File: src/rtl/servo_setpoint_ramp_if.sv
// ---------------------------------------------------------------------------
// servo_setpoint_ramp_if
//
// Purpose : Bundles the link between the setpoint ramp and the servo PWM
//           stage. The PWM stage announces each period start with frame_tick;
//           the ramp answers with the commanded width and its status flags.
//
// Signals :
//   frame_tick   PWM -> ramp   one-cycle pulse at each PWM period start
//   width        ramp -> PWM   commanded pulse width in clock cycles (W bits)
//   width_valid  ramp -> PWM   one-cycle pulse: width changed this cycle
//   at_target    ramp -> PWM   width currently equals the switch target
//
// Modports:
//   master  the setpoint ramp (drives width/status, samples frame_tick)
//   slave   the PWM stage     (drives frame_tick, samples width/status)
// ---------------------------------------------------------------------------
interface servo_setpoint_ramp_if #(
    parameter int W = 25
) ();

    logic         frame_tick;
    logic [W-1:0] width;
    logic         width_valid;
    logic         at_target;

    modport master (
        input  frame_tick,
        output width,
        output width_valid,
        output at_target
    );

    modport slave (
        output frame_tick,
        input  width,
        input  width_valid,
        input  at_target
    );

endinterface

File: src/rtl/servo_setpoint_ramp.sv
// ---------------------------------------------------------------------------
// servo_setpoint_ramp
//
// Purpose : Command stage ahead of the servo PWM generator. The raw board
//           switches are synchronised and debounced, the accepted code is
//           mapped to a target pulse width (clamped to MAX_W), and the
//           commanded width is slewed toward that target by at most SLEW
//           per PWM frame.
//
// Ports   :
//   CLOCK_50   in   system clock, everything on the rising edge
//   RESET      in   asynchronous, active-high reset
//   SW         in   raw switch code, asynchronous to CLOCK_50
//   bus        master modport of servo_setpoint_ramp_if
//                   (frame_tick in; width, width_valid, at_target out)
//
// Behaviour summary:
//   - Each SW bit passes a two-flop synchroniser.
//   - A code is accepted once it has been seen unchanged for DEBOUNCE_CYC
//     consecutive compare cycles; any change restarts the window.
//   - target = min(MIN_W + code * SPAN_STEP, MAX_W).
//   - On every cycle with frame_tick high and width != target, width moves
//     toward target by min(|target - width|, SLEW); width_valid pulses for
//     the cycle in which the new width is first visible.
// ---------------------------------------------------------------------------
module servo_setpoint_ramp #(
    parameter int SW_BITS      = 3,
    parameter int W            = 25,
    parameter int DEBOUNCE_CYC = 500000,
    parameter int MIN_W        = 25000,
    parameter int MAX_W        = 125000,
    parameter int SPAN_STEP    = 15000,
    parameter int SLEW         = 10000
) (
    input  logic                    CLOCK_50,
    input  logic                    RESET,
    input  logic [SW_BITS-1:0]      SW,
    servo_setpoint_ramp_if.master   bus
);

    // Target arithmetic runs one bit wider than the width bus so that
    // MIN_W + code * SPAN_STEP cannot wrap before the clamp is applied.
    localparam int WX = W + 1;
    localparam logic [WX-1:0] MIN_W_X = WX'(MIN_W);
    localparam logic [WX-1:0] MAX_W_X = WX'(MAX_W);
    localparam logic [WX-1:0] SPAN_X  = WX'(SPAN_STEP);
    localparam logic [WX-1:0] SLEW_X  = WX'(SLEW);

    // Counter only needs to reach DEBOUNCE_CYC-1.
    localparam int CNT_W = (DEBOUNCE_CYC > 1) ? $clog2(DEBOUNCE_CYC) : 1;
    localparam logic [CNT_W-1:0] CNT_LAST = CNT_W'(DEBOUNCE_CYC - 1);

    // -----------------------------------------------------------------------
    // Two-flop synchroniser, one independent chain per switch bit
    // -----------------------------------------------------------------------
    logic [SW_BITS-1:0] sw_sync;

    generate
        for (genvar gi = 0; gi < SW_BITS; gi++) begin : g_sync
            logic meta_reg;
            logic sync_reg;

            always_ff @(posedge CLOCK_50 or posedge RESET) begin
                if (RESET) begin
                    meta_reg <= 1'b0;
                    sync_reg <= 1'b0;
                end else begin
                    meta_reg <= SW[gi];
                    sync_reg <= meta_reg;
                end
            end

            assign sw_sync[gi] = sync_reg;
        end
    endgenerate

    // -----------------------------------------------------------------------
    // Debounce: sw_cand trails sw_sync by one cycle, so a mismatch between
    // them means the synchronised code just moved and the window restarts.
    // The counter saturates at its last value; re-loading sw_stable with an
    // unchanged candidate while saturated is harmless.
    // -----------------------------------------------------------------------
    logic [SW_BITS-1:0] sw_cand_reg;
    logic [SW_BITS-1:0] sw_stable_reg;
    logic [CNT_W-1:0]   cnt_reg;

    always_ff @(posedge CLOCK_50 or posedge RESET) begin
        if (RESET) begin
            sw_cand_reg   <= '0;
            sw_stable_reg <= '0;
            cnt_reg       <= '0;
        end else begin
            sw_cand_reg <= sw_sync;
            if (sw_sync != sw_cand_reg) begin
                cnt_reg <= '0;
            end else if (cnt_reg != CNT_LAST) begin
                cnt_reg <= cnt_reg + 1'b1;
            end else begin
                sw_stable_reg <= sw_cand_reg;
            end
        end
    end

    // -----------------------------------------------------------------------
    // Target width from the accepted code, clamped to the ceiling
    // -----------------------------------------------------------------------
    logic [WX-1:0] target_raw;
    logic [W-1:0]  target;

    assign target_raw = MIN_W_X + (WX'(sw_stable_reg) * SPAN_X);
    assign target     = (target_raw > MAX_W_X) ? MAX_W_X[W-1:0] : target_raw[W-1:0];

    // -----------------------------------------------------------------------
    // One slew step toward the target. Limiting the step to the remaining
    // distance is what prevents overshoot, including after a reversal.
    // -----------------------------------------------------------------------
    logic [W-1:0]          width_reg;
    logic signed [WX-1:0]  diff;
    logic [WX-1:0]         mag;
    logic [W-1:0]          step;
    logic [W-1:0]          width_stepped;

    always_comb begin
        diff          = $signed({1'b0, target}) - $signed({1'b0, width_reg});
        mag           = diff[W] ? $unsigned(-diff) : $unsigned(diff);
        step          = (mag > SLEW_X) ? SLEW_X[W-1:0] : mag[W-1:0];
        width_stepped = diff[W] ? (width_reg - step) : (width_reg + step);
    end

    // -----------------------------------------------------------------------
    // Ramp FSM: IDLE while width sits on the target, RAMP while it is being
    // slewed. A tick in the first cycle after a target change already steps,
    // so the IDLE branch applies the step as well.
    // -----------------------------------------------------------------------
    typedef enum logic [0:0] {
        IDLE = 1'b0,
        RAMP = 1'b1
    } state_t;

    state_t       state_reg;
    state_t       state_next;
    logic [W-1:0] width_next;
    logic         width_valid_reg;
    logic         width_valid_next;

    always_ff @(posedge CLOCK_50 or posedge RESET) begin
        if (RESET) begin
            state_reg       <= IDLE;
            width_reg       <= MIN_W_X[W-1:0];
            width_valid_reg <= 1'b0;
        end else begin
            state_reg       <= state_next;
            width_reg       <= width_next;
            width_valid_reg <= width_valid_next;
        end
    end

    always_comb begin
        state_next       = state_reg;
        width_next       = width_reg;
        width_valid_next = 1'b0;

        case (state_reg)
            IDLE: begin
                if (width_reg != target) begin
                    state_next = RAMP;
                    if (bus.frame_tick) begin
                        width_next       = width_stepped;
                        width_valid_next = 1'b1;
                    end
                end
            end
            RAMP: begin
                if (width_reg == target) begin
                    state_next = IDLE;
                end else if (bus.frame_tick) begin
                    width_next       = width_stepped;
                    width_valid_next = 1'b1;
                end
            end
            default: begin
                state_next = IDLE;
            end
        endcase
    end

    // -----------------------------------------------------------------------
    // Outputs
    // -----------------------------------------------------------------------
    assign bus.width       = width_reg;
    assign bus.width_valid = width_valid_reg;
    assign bus.at_target   = (width_reg == target);

endmodule
File: src/flat_wrapper.sv
// flat-port wrapper written by rule: the top's interface ports become plain ports
module servo_setpoint_ramp_flat 
#(
    parameter int SW_BITS      = 3,
    parameter int W            = 25,
    parameter int DEBOUNCE_CYC = 500000,
    parameter int MIN_W        = 25000,
    parameter int MAX_W        = 125000,
    parameter int SPAN_STEP    = 15000,
    parameter int SLEW         = 10000
)
  (CLOCK_50, RESET, SW, bus_frame_tick, bus_width, bus_width_valid, bus_at_target);
  servo_setpoint_ramp_if #(.W(W)) bus_i ();
  input  logic CLOCK_50;
  input  logic RESET;
  input  logic [SW_BITS-1:0] SW;
  input wire logic [$bits(bus_i.frame_tick)-1:0] bus_frame_tick;
  output wire logic [$bits(bus_i.width)-1:0] bus_width;
  output wire logic [$bits(bus_i.width_valid)-1:0] bus_width_valid;
  output wire logic [$bits(bus_i.at_target)-1:0] bus_at_target;
  assign bus_i.frame_tick = bus_frame_tick;
  assign bus_width = bus_i.width;
  assign bus_width_valid = bus_i.width_valid;
  assign bus_at_target = bus_i.at_target;
  servo_setpoint_ramp #(.SW_BITS(SW_BITS), .W(W), .DEBOUNCE_CYC(DEBOUNCE_CYC), .MIN_W(MIN_W), .MAX_W(MAX_W), .SPAN_STEP(SPAN_STEP), .SLEW(SLEW)) u_core (.CLOCK_50(CLOCK_50), .RESET(RESET), .SW(SW), .bus(bus_i));
endmodule
File: config.mk
export PLATFORM = sky130hd
export DESIGN_NAME = servo_setpoint_ramp_flat
export DESIGN_NICKNAME = d
export VERILOG_FILES = /design/src/rtl/servo_setpoint_ramp_if.sv /design/src/rtl/servo_setpoint_ramp.sv /design/src/flat_wrapper.sv
export SDC_FILE = /design/constraint.sdc
export NUM_CORES = 1
export LEC_CHECK = 0
export BUFFER_PORTS_ARGS = -buffer_cell sky130_fd_sc_hd__buf_2
export CAP_MARGIN = 20
export CORE_ASPECT_RATIO = 1.75
export CORE_MARGIN = 4
export CORE_UTILIZATION = 58
export DETAILED_ROUTE_END_ITERATION = 10
export PLACE_DENSITY_LB_ADDON = 0.12
export RECOVER_POWER = 25
export SLEW_MARGIN = 25
export SYNTH_ARGS = -nofsm -noshare
export SYNTH_HDL_FRONTEND = slang
export SYNTH_SLANG_ARGS = --single-unit
export TNS_END_PERCENT = 30
File: constraint.sdc
create_clock -name CLOCK_50 -period 11.6 [get_ports CLOCK_50]
set_clock_uncertainty 0.2 [all_clocks]
set_input_delay 2.32 -clock CLOCK_50 [delete_from_list [all_inputs] [get_ports CLOCK_50]]
set_output_delay 2.32 -clock CLOCK_50 [all_outputs]
set_load 0.01 [all_outputs]
Word-level counts from Yosys, hierarchy flattened
Cells that the tools add are included.
Widths: inputs -> output; s select.
- register bits: 58
- input port bits: 6
- $add $sub $neg: 6
- multipliers: 1
- $lt $le $gt $ge: 2
- eq/ne operators: 6
- multiplexer cells: 17
- bitwise logic cells: 3
- reduce and logical (&&, ||, !) cells: 3
- operator list (kind ; number):
    $mux 25 ; 6
    $pmux 25 s2 ; 1
    $mux 19 ; 2
    $gt 26x14->1 const B ; 1
    $gt 26x17->1 const B ; 1
    $mux 26 ; 1
    $neg 26->26 ; 1
    $sub 25x25->26 ; 1
    $add 25x25->25 ; 1
    $eq 25x25->1 ; 1
    $ne 25x25->1 ; 1
    $sub 25x25->25 ; 1
    $add 19x1->19 const B ; 1
    $ne 19x19->1 const B ; 1
    $add 15x17->18 const A ; 1
    $mul 3x11->14 const B ; 1
    $mux 1 ; 5
    $pmux 1 s2 ; 2
    $reduce_and 2->1 ; 2
    $ne 3x3->1 ; 1
    $not 1->1 ; 3
    $ne 2x1->1 const B ; 1
    $ne 2x2->1 const B ; 1
    $reduce_bool 2->1 ; 1

Logic depth before layout (Yosys ltp)
- depth after elaboration: 14
- depth in mapped cells: 52
- mapped depth without buffers: 48

Worst setup path before layout
Ideal clock, no wire load.
- kind: register to register
- from: reg u_core.sw_stable_reg[1]
- to: reg u_core.width_reg[23] (netlist: u_core.bus.width[23])
- data arrival time: 10485 ps
- setup slack: 781 ps
- stages on the path, launching flop included: 51
- path buffers: 3
- clock period less this slack: 10819 ps
- cells stage by stage: dfrtp_1 > inv_1 > ha_1 > inv_1 > ha_1 > a31oi_1 > nor2_1 > a21o_1 > a31o_2 > a21oi_1 > xnor2_1 > xnor2_1 > nor4b_1 > a311oi_1 > o2111a_1 > clkbuf_1 > or3b_2 > ha_1 > [15 not listed] > nor2b_1 > a41oi_1 > o21ai_0 > a32oi_1 > ha_1 > o21ai_0 > a21oi_1 > o21ai_0 > a31oi_1 > o21ai_0 > a21oi_1 > a221oi_1 > a21oi_1 > and2_1 > or4b_2 > a31oi_1 > xor2_1 > o21ai_0
- cells in the longest elaborated chain, start to end: 14
- elaborated cells between the ends (all ways): 21
- those cells by class: add/sub: 5; mul: 1; order compare: 2; eq/ne: 4; mux: 8; reduce/logical: 1
- RTL lines (item ; RTL line ; RTL):
    start, declared ; servo_setpoint_ramp.sv:84 ; logic [SW_BITS-1:0] sw_stable_reg;
    start signal, assigned ; servo_setpoint_ramp.sv:99 ; sw_stable_reg <= sw_cand_reg;
    $mul 3x11->14 * ; servo_setpoint_ramp.sv:110 ; assign target_raw = MIN_W_X + (WX'(sw_stable_reg) * SPAN_X);
    $add 15x17->18 * ; servo_setpoint_ramp.sv:110 ;
    $gt 26x17->1 ; servo_setpoint_ramp.sv:111 ; assign target = (target_raw > MAX_W_X) ? MAX_W_X[W-1:0] : target_raw[W-1:0];
    $mux 25 * ; servo_setpoint_ramp.sv:111 ;
    $sub 25x25->26 ; servo_setpoint_ramp.sv:124 ; diff = $signed({1'b0, target}) - $signed({1'b0, width_reg});
    $neg 26->26 ; servo_setpoint_ramp.sv:125 ; mag = diff[W] ? $unsigned(-diff) : $unsigned(diff);
    $mux 26 ; servo_setpoint_ramp.sv:125 ;
    $gt 26x14->1 ; servo_setpoint_ramp.sv:126 ; step = (mag > SLEW_X) ? SLEW_X[W-1:0] : mag[W-1:0];
    $mux 25 ; servo_setpoint_ramp.sv:126 ;
    $add 25x25->25 or $sub 25x25->25 (tied branches) ; servo_setpoint_ramp.sv:127 ; width_stepped = diff[W] ? (width_reg - step) : (width_reg + step);
    $mux 25 ; servo_setpoint_ramp.sv:127 ;
    $mux 25 ; servo_setpoint_ramp.sv:167, servo_setpoint_ramp.sv:176 ;
    $mux 25 (on tied branches) ; servo_setpoint_ramp.sv:174, servo_setpoint_ramp.sv:165 ;
    $pmux 25 s2 ; servo_setpoint_ramp.sv:163 ; case (state_reg)
    end signal, assigned ; servo_setpoint_ramp.sv:149 ; width_reg <= MIN_W_X[W-1:0];
    end signal, assigned ; servo_setpoint_ramp.sv:153 ; width_reg <= width_next;
    end, declared ; servo_setpoint_ramp.sv:117 ; logic [W-1:0] width_reg;
Every way passes the cells marked *; elsewhere a longest branch is shown, timed or not. The select of a mux whose other input is x is not followed.
A chain may end at the register's enable or synchronous reset.

Worst setup path in the final report
Ends and elaborated chain as after synthesis.

==> impl_metrics.csv <==
group,metric,value,unit
worst_setup_path,rrSetupSlack,0.58,ns
floorplanning,start_util,0.590,
worst_hold_path,hold_end,"u_core.g_sync[2].sync_reg",
floorplanning,die_height,157,um
logic_synthesis,yosysTopAreaCell,"dfrtp_1",
final_layout,multi_input_area,5720,um2
floorplanning,die-area,14600,um2
timing,fmax,90.7,MHz
outcome,status,"complete, no violations",
worst_setup_path,cp-start-kind,"flip-flop",
clock_tree,cts-root-buf,"clkbuf_16",
clock_tree,clkSinkCount,57,
timing,slew_violations,0,
logic_synthesis,yosys.area.top_type_share,0.174,
logic_synthesis,ys_warn_count,0,
floorplanning,fp.dieW,93.0,um
detailed_routing,drt-total-wl,21200,um
worst_setup_path,worstPathArrival,11.02,ns
power,total_power,2.24,mW
detailed_routing,vias,7279,
logic_synthesis,synth_cell_type_count,106,
final_layout,area_growth,13.4,%
final_layout,drive_gt1_frac,0.168,
worst_hold_path,hold_path.startpoint,"u_core.g_sync[2].meta_reg",
placed_design,port_buffers,32,
grt,grt_pass1_wl,34300,um
detailed_routing,avgViaCountPerCell,6.27,
detailed_routing,route.detailed.drc,0,
grt,gr-total-overflow,0,
clock_tree,htree_levels,3,
logic_synthesis,postSynthCellCount,945,
logic_synthesis,synthTopCellsByArea,"dfrtp_1, ha_1, xnor2_1",
final_layout,instances_no_fill,1161,
grt,antenna_found_initial,0,
worst_hold_path,whs_path_depth,0,
job,drv_cap,0,
logic_synthesis,synth_most_common_cell,"nand2_1",
logic_synthesis,postSynthAreaPerCell,7.76,um2
final_layout,seqCellArea,1440,um2
timing,worst_pin_slew,1.03,ns
final_layout,antenna_cells,0,
worst_hold_path,hp-class,"flip-flop to flip-flop",
worst_setup_path,crit_slowest_cell,"or4b_2",
worst_setup_path,critPathRequiredTime,11.60,ns
placed_design,dpl.hpwl,16500,um
worst_setup_path,critical_path_class,"flip-flop to flip-flop",
worst_setup_path,critPathMaxStageDelay,0.63,ns
worst_setup_path,cp_max_fo,11,
power,cellLeakagePower,3.52,nW
logic_synthesis,yosysSeqAreaShare,0.196,
timing,hold_viol,0,
logic_synthesis,synth_area,7330,um2
logic_synthesis,synth_common_cells,"nand2_1, nor2_1, o21ai_0",
final_layout,fillers,1139,
clock_tree,tritoncts,"yes",
timing,fin_crit,11.02,ns
worst_setup_path,end_kind,"flip-flop",
placed_design,dp_cells,1141,
timing,fin_crit_sh,0.950,
logic_synthesis,ys.flop_type,"dfrtp_1",
detailed_routing,dr.pass1.iters,5,
clock_tree,cts_max_path_buffers,2,
grt,grt_max_degree,47,
detailed_routing,avgRoutedWirePerCell,18.2,um
detailed_routing,drt_iter0_drc,475,
power,power_density,270,nW/um2
timing,max-slew-margin-rel,0.309,
floorplanning,fp-row-count,54,
grt,grt_util_all_layers,0.294,
logic_synthesis,synth_edf_count,0,
worst_setup_path,r2r-end,"u_core.bus.width[23]",
placed_design,gp_congestion,0.948,
worst_setup_path,crit_top_cell,"ha_1",
timing,setup_violations,0,
clock_tree,path_clk_slew,0.06,ns
worst_setup_path,timing.rr.start,"u_core.sw_stable_reg[1]",
floorplanning,num_io_pins,33,
floorplanning,core-area,12400,um2
clock_tree,insertion_delay,0.34,ns
clock_tree,numCtsBuffers,9,
logic_synthesis,async_reset_ff_frac,1.00,
power,ir_drop,0.000143,V
grt,grt_pass1_vias,7058,
detailed_routing,drtAntennaViolNets,0,
final_layout,fin_nets,1052,
final_layout,largest_reg_flops,25,
logic_synthesis,ys_ff_latch,57,
worst_setup_path,ff2ff_path_depth,48,
-- repair_timing --
action | in CTS | in global routing
hold buffers | 0 | 0
setup buffers | 1 | 3
endpoints found under the setup margin | 2 | 7
resized for setup | 1 | 37
pin swaps | 1 | 4
-- per-stage QoR --
step           hold slack [ns]  cell area [um2]  setup WS [ns]   TNS, ns   util
6_report                 0.149             8310          0.580         0  0.668
5_1_grt                  0.156             8310        -0.0616   -0.0888  0.668
4_1_cts                  0.153             8110        0.00397         0  0.652
3_5_place_dp             0.140             7770       -0.00903  -0.00903  0.625
3_3_place_gp             0.133             7770          0.270         0  0.625
2_1_floorplan            0.131             7330          0.781         0      -
-- worst max-delay path by stage --
stage	startpoint	end	slack [ns]	cells after the start
floorplan	u_core.sw_stable_reg[1]	u_core.bus.width[23]	0.78	50
global placement	u_core.sw_stable_reg[1]	u_core.bus.width[24]	0.27	48
detailed placement	u_core.sw_stable_reg[1]	u_core.bus.width[23]	-0.009	48
CTS	u_core.sw_stable_reg[1]	u_core.bus.width[23]	0.004	48
global route	u_core.sw_stable_reg[1]	u_core.bus.width[23]	-0.06	49
finish	u_core.sw_stable_reg[1]	u_core.bus.width[23]	0.58	48
-- cell families after synthesis --
group | synth area share
other cells | 0.000512
compound gates | 0.247
mux | 0.0167
fa+ha+maj | 0.103
flops | 0.196
xor+xnor | 0.114
simple gates | 0.274
buf+inv | 0.0488
-- layer usage --
metal  up-vias  routed length [um]  GRT usage
li1       3540                   -          -
met1      3476                8290      0.331
met2       193               11200      0.539
met3        70                 678     0.0313
met4         0                 967      0.152
met5         -                   0          0
-- cell type report --
type                    instances  area share
multi-input cells             805       0.689
flip-flops and latches         57       0.173
repair buffers                 70      0.0536
clock buffers                   9      0.0271
well taps                     168      0.0253
inverters                      45      0.0203
clock inverters                 7      0.0123
-- layout by cell type, fill, tap and decap left out, types with 5 or more instances in the layout --
master | Yosys | routed
a21oi_1 | 55 | 54
nor3_1 | 23 | 23
nor4_1 | 10 | 10
xnor2_1 | 54 | 53
a21o_1 | 18 | 18
dfrtp_1 | 51 | 50
a31oi_1 | 13 | 10
and4_1 | 5 | 5
nand4_1 | 16 | 16
ha_1 | 54 | 51
or3_1 | 12 | 12
o31ai_1 | 8 | 8
mux2i_1 | 10 | 10
and3_1 | 16 | 16
a211oi_1 | 11 | 9
nand2_1 | 109 | 109
o22ai_1 | 6 | 6
inv_1 | 44 | 44
nor2b_1 | 8 | 7
nand2b_1 | 17 | 17
and2_1 | 13 | 10
nand3_1 | 33 | 32
a211o_1 | 5 | 5
o21ai_1 | 14 | 14
o21ai_0 | 57 | 55
xor2_1 | 36 | 36
dfstp_2 | 6 | 6
buf_2 | 13 | 32
nor2_1 | 74 | 72
buf_4 | 1 | 38
clkbuf_16 | 0 | 9
-- critical path, delay by kind of cell, from the launching register on --
kind	cells	cell delay (ns)
fa+ha+maj	5	1.32
flops	1	0.42
xor+xnor	3	0.57
buf+inv	3	0.32
simple gates	11	2.82
compound gates	26	5.21
-- power by group --
part	total (mW)	leakage (nW)	switching, mW	internal, mW
sequential	0.343	0.713	0.0916	0.252
clock	0.293	0.156	0.103	0.190
combinational	1.61	2.65	0.960	0.647
No activity file was read; power rests on OpenSTA's default activity.
